### config.mk
export PLATFORM = sky130hd
export DESIGN_NAME = operand_loader
export DESIGN_NICKNAME = d
export VERILOG_FILES = /design/src/rtl/operand_loader_pkg.sv /design/src/rtl/key_debouncer.sv /design/src/rtl/operand_loader.sv
export SDC_FILE = /design/constraint.sdc
export NUM_CORES = 1
export LEC_CHECK = 0
export ABC_AREA = 1
export CAP_MARGIN = 30
export CORE_ASPECT_RATIO = 1.4
export CORE_UTILIZATION = 50
export DETAILED_ROUTE_END_ITERATION = 6
export PLACE_DENSITY = 0.77
export REMOVE_ABC_BUFFERS = 1
export SLEW_MARGIN = 40
export SYNTH_ARGS = -nofsm -noshare
export SYNTH_HDL_FRONTEND = slang
export SYNTH_SLANG_ARGS = --single-unit
### constraint.sdc
create_clock -name clk -period 2.4 [get_ports clk]
set_clock_uncertainty 0.05 [all_clocks]
set_input_delay 0.48 -clock clk [delete_from_list [all_inputs] [get_ports clk]]
set_output_delay 0.48 -clock clk [all_outputs]
set_load 0.05 [all_outputs]
### src/rtl/operand_loader_pkg.sv
// Shared codes for the operand loader and the logical unit it feeds.
// Stage codes appear on the status output. Operation codes select the ALU function.
package operand_loader_pkg;

    typedef enum logic [1:0] {
        LOAD_X  = 2'b00,
        LOAD_Y  = 2'b01,
        LOAD_OP = 2'b10,
        READY   = 2'b11
    } stage_e;

    typedef enum logic [1:0] {
        OP_AND = 2'b00,
        OP_OR  = 2'b01,
        OP_XOR = 2'b10,
        OP_NOT = 2'b11
    } op_e;

endpackage

### src/rtl/key_debouncer.sv
// Raw pushbutton to one-cycle press pulse: 2-FF synchronizer, stability counter,
// and a registered rising-edge detector. Releases are filtered but never pulse.
module key_debouncer #(
    parameter int DEBOUNCE_CYCLES = 500000
) (
    input  logic clk,
    input  logic reset,
    input  logic raw,
    output logic press
);

    localparam int CNT_W = $clog2(DEBOUNCE_CYCLES);
    localparam logic [CNT_W-1:0] CNT_LAST = CNT_W'(DEBOUNCE_CYCLES - 1);

    logic             sync1_q, sync2_q;
    logic             level_q, level_d;
    logic             hist_q;
    logic             press_q;
    logic [CNT_W-1:0] cnt_q, cnt_d;

    // NOTE: every always_comb output gets a default first so no path can infer a latch.
    always_comb begin
        level_d = level_q;
        cnt_d   = '0;
        if (sync2_q != level_q) begin
            if (cnt_q == CNT_LAST) begin
                level_d = sync2_q;
            end else begin
                cnt_d = cnt_q + CNT_W'(1);
            end
        end
    end

    // NOTE: state uses non-blocking assignments so all flops update from pre-edge values.
    always_ff @(posedge clk) begin
        if (reset) begin
            sync1_q <= 1'b0;
            sync2_q <= 1'b0;
            level_q <= 1'b0;
            cnt_q   <= '0;
            hist_q  <= 1'b0;
            press_q <= 1'b0;
        end else begin
            sync1_q <= raw;
            sync2_q <= sync1_q;
            level_q <= level_d;
            cnt_q   <= cnt_d;
            hist_q  <= level_q;
            press_q <= level_q & ~hist_q;
        end
    end

    assign press = press_q;

endmodule

### src/rtl/operand_loader.sv
// Sequencer that walks the user through x/z, y and operation entry from the
// slide switches, one debounced load press per step; a clear press restarts.
module operand_loader
    import operand_loader_pkg::*;
#(
    parameter int DEBOUNCE_CYCLES = 500000
) (
    input  logic       clk,
    input  logic       reset,
    input  logic [7:0] sw,
    input  logic       key_load,
    input  logic       key_clear,
    output logic [3:0] x,
    output logic [3:0] y,
    output logic [7:0] z,
    output logic [1:0] operation,
    output logic       valid,
    output logic [1:0] stage
);

    logic       load_press, clear_press;
    stage_e     state_q, state_d;
    logic [3:0] x_q, x_d, y_q, y_d;
    logic [7:0] z_q, z_d;
    op_e        op_q, op_d;
    logic       valid_q, valid_d;

    key_debouncer #(.DEBOUNCE_CYCLES(DEBOUNCE_CYCLES)) u_load_db (
        .clk   (clk),
        .reset (reset),
        .raw   (key_load),
        .press (load_press)
    );

    key_debouncer #(.DEBOUNCE_CYCLES(DEBOUNCE_CYCLES)) u_clear_db (
        .clk   (clk),
        .reset (reset),
        .raw   (key_clear),
        .press (clear_press)
    );

    always_comb begin
        state_d = state_q;
        x_d     = x_q;
        y_d     = y_q;
        z_d     = z_q;
        op_d    = op_q;
        // Clear outranks a coincident load, which is simply dropped.
        if (clear_press) begin
            state_d = LOAD_X;
            x_d     = '0;
            y_d     = '0;
            z_d     = '0;
            op_d    = OP_AND;
        end else if (load_press) begin
            case (state_q)
                LOAD_X: begin
                    x_d     = sw[3:0];
                    z_d     = sw;
                    state_d = LOAD_Y;
                end
                LOAD_Y: begin
                    y_d     = sw[3:0];
                    state_d = LOAD_OP;
                end
                LOAD_OP: begin
                    op_d    = op_e'(sw[1:0]);
                    state_d = READY;
                end
                default: state_d = LOAD_X;
            endcase
        end
        valid_d = (state_d == READY);
    end

    always_ff @(posedge clk) begin
        if (reset) begin
            state_q <= LOAD_X;
            x_q     <= '0;
            y_q     <= '0;
            z_q     <= '0;
            op_q    <= OP_AND;
            valid_q <= 1'b0;
        end else begin
            state_q <= state_d;
            x_q     <= x_d;
            y_q     <= y_d;
            z_q     <= z_d;
            op_q    <= op_d;
            valid_q <= valid_d;
        end
    end

    assign x         = x_q;
    assign y         = y_q;
    assign z         = z_q;
    assign operation = op_q;
    assign valid     = valid_q;
    assign stage     = state_q;

endmodule

==> run metrics <==
Total Wirelength=5880 µm; Synth Cell Area=3080 µm²; final core utilization=60.7%; Detailed Route Iter0 Violations=91; Die H=94.8 µm; CP max FO=5; placed insts=535; worst setup path start=stage[0]$_SDFF_PP0_; Worst-path clk slew=60 ps; sequential share of power=56.3%; CTS tree=yes; fmax=473 MHz; synth cell count leaders=nand2_1, nor2_1, dfxtp_1, inv_1, nand3_1; worst-skew pair later-pin latency=340 ps; min cycle time layout=2120 ps; Synth area leader=dfxtp_1; Worst Path Required=1870 ps; Post-CTS Hold Fix Bufs=0; vias in the first global route=2,534; first-pass GRT wire length=10,200 µm; Nets=493; CTS-repair resized insts=0; final instance area=3580 µm²; P_sw=0.430 mW; # fillers=557; grt total ovfl=0; Starting Density=52.1%; Final setup viols=0; 1st-pass router iterations=5; run status=completed; DR vias=2,719; Int Power=1.50 mW; peak supply drop=0.347 mV; Critical Path Max Stage Delay=830 ps; Pleak=1.27 nW; slowest CP cell=clkdlybuf4s50_1; Max clock buf depth=2; DP Worst Slack=488 ps; Syn. warnings=0; pwr dens=538 nW/µm²; Antenna Nets Post-Route=0; DR vias/cell=4.94; antenna violations before repair=0; CP bufs+invs=1; Root Driver=clkbuf_8; logic gate share of total power=2.2%; Pwr Total=1.93 mW; Core Rows=33; Area Growth Syn to Fin=16.5%; htree depth=3; unique cell type count in the Yosys netlist=27; Yosys top cell area share=42.3%; Synth Instances=442; dominant cells by area after synthesis=dfxtp_1, nand2_1, nor2_1; RSZ-0062 raised after global routing=false; Die W=68.3 µm; fin crit share=88.2%; worst-margin pin slew=513 ps; Hold Crit Start=u_clear_db.hist_q$_SDFF_PP0_; total track usage=21.1%; Yosys reg bits=65; critical path endpoint category=output port; Final Hold Vio Count=0; number of synthesized flops with an enable pin=0; critical path arrival=1590 ps; cell breakdown of the critical path=clkdlybuf4s50_1; diodes inserted=0; Max-Cap Viols=0; CP Class=reg2out; Crit path max-delay family=buffers and inverters; total CTS buffers=9; Ports=33; post-DR wirelength/cell=10.7 µm; Worst Slack Setup Final=284 ps; detailed placement HPWL=4420 µm; final hold slack=341 ps; Clk pwr share=41.5%; post-synthesis sequential area ratio=42.3%; PortBufs=32; HP Class=reg2reg; GPL Wtd Cong=0.892; final total negative setup slack=0 ps; DRC=0; max-slew violations=0; final cell count without fillers=550; dpl cell area=3410 µm²; # Post-CTS Setup Buffers=0; share of cells above drive strength 1=7.71%; most frequent cell after synthesis=nand2_1; ys flop type=dfxtp_1; Async SR Flop Fraction=0%; worst flop-to-flop path startpoint=u_clear_db.cnt_q[0]$_SDFF_PP0_; Mean Syn Cell Area=6.96 µm²; Switching Share=22.3%; die area=6470 µm²; Sink Count=65; slew margin rel.=65.7%; CP Launch Type=register; core area=5900 µm²; largest net degree at the start of global routing=18
==> final timing paths <==
kind	cells past startpoint	end	slack [ps]
setup / recovery	1	stage[0]	280
hold / removal	1	u_clear_db.press$_SDFF_PP0_	340
setup reg to reg	8	u_clear_db.cnt_q[15]$_SDFF_PP0_	750
hold reg to reg	1	u_clear_db.press$_SDFF_PP0_	340
==> power by group through the flow <==
stage,clock [mW],combinational [mW],sequential [mW]
final,0.799,0.0425,1.08
after floorplan,0,0.0151,1.11
after detailed placement,0,0.0429,1.11
after global placement,0,0.0428,1.11
after global routing,0.881,0.0475,1.08
after CTS,0.826,0.0435,1.08
==> cell usage in the layout (no fill, tap or decap), drive strengths merged <==
master	count
ha	5
nand4	5
nor3	5
clkdlybuf4s50	32
nand2	117
clkinvlp	3
nand3b	3
clkbuf	10
nor2	91
a21oi	25
xor2	13
nand3	30
nor4	1
xnor2	5
inv	55
buf	1
clkinv	2
or2	4
o21ai	7
o21bai	1
dfxtp	65
==> worst register-to-register path, delay by kind of cell, from the launching register on <==
family	cells	cell delay [ps]
buf+inv	3	220
flops	1	350
simple gates	4	670
fa+ha+maj	1	260
==> metal layers <==
metal,global-route usage [%],share of wire [%],vias to the layer above
li1,-,-,1433
met1,20.8,41,1217
met2,37.9,53,56
met3,6.16,3.4,13
met4,11.8,2.3,0
met5,0,0,-
==> cell type report <==
type                            instances  area [µm²]  share of cell area, %
Tap cell                               70        87.6                   2.44
Multi-Input combinational cell        312        1490                   41.6
Timing Repair Buffer                   33         328                   9.15
Clock buffer                           10         138                   3.84
Inverter                               55         206                   5.76
Sequential cell                        65        1300                   36.3
Clock inverter                          5        32.5                  0.908
==> registers in the layout (all words and copies together) (netlist names), 2 cells and up <==
signal and flops:
operation 2, u_load_db.cnt_q 19, x 3, y 4, u_clear_db.cnt_q 19, stage 2, z 5
==> kinds of logic (layout without fill, tap and decap cells) <==
kind of cell	after synthesis	after routing	share of synthesized area, %
adder cells (fa/ha/maj)	5	5	2.03
XOR/XNOR	18	18	5.13
AO/OA/AOI/OAI	33	33	5.45
flip-flops	65	65	42.3
buffers and inverters	65	103	9.28
AND/OR/NAND/NOR	256	256	35.8
Power figures use the tool's default switching activity.
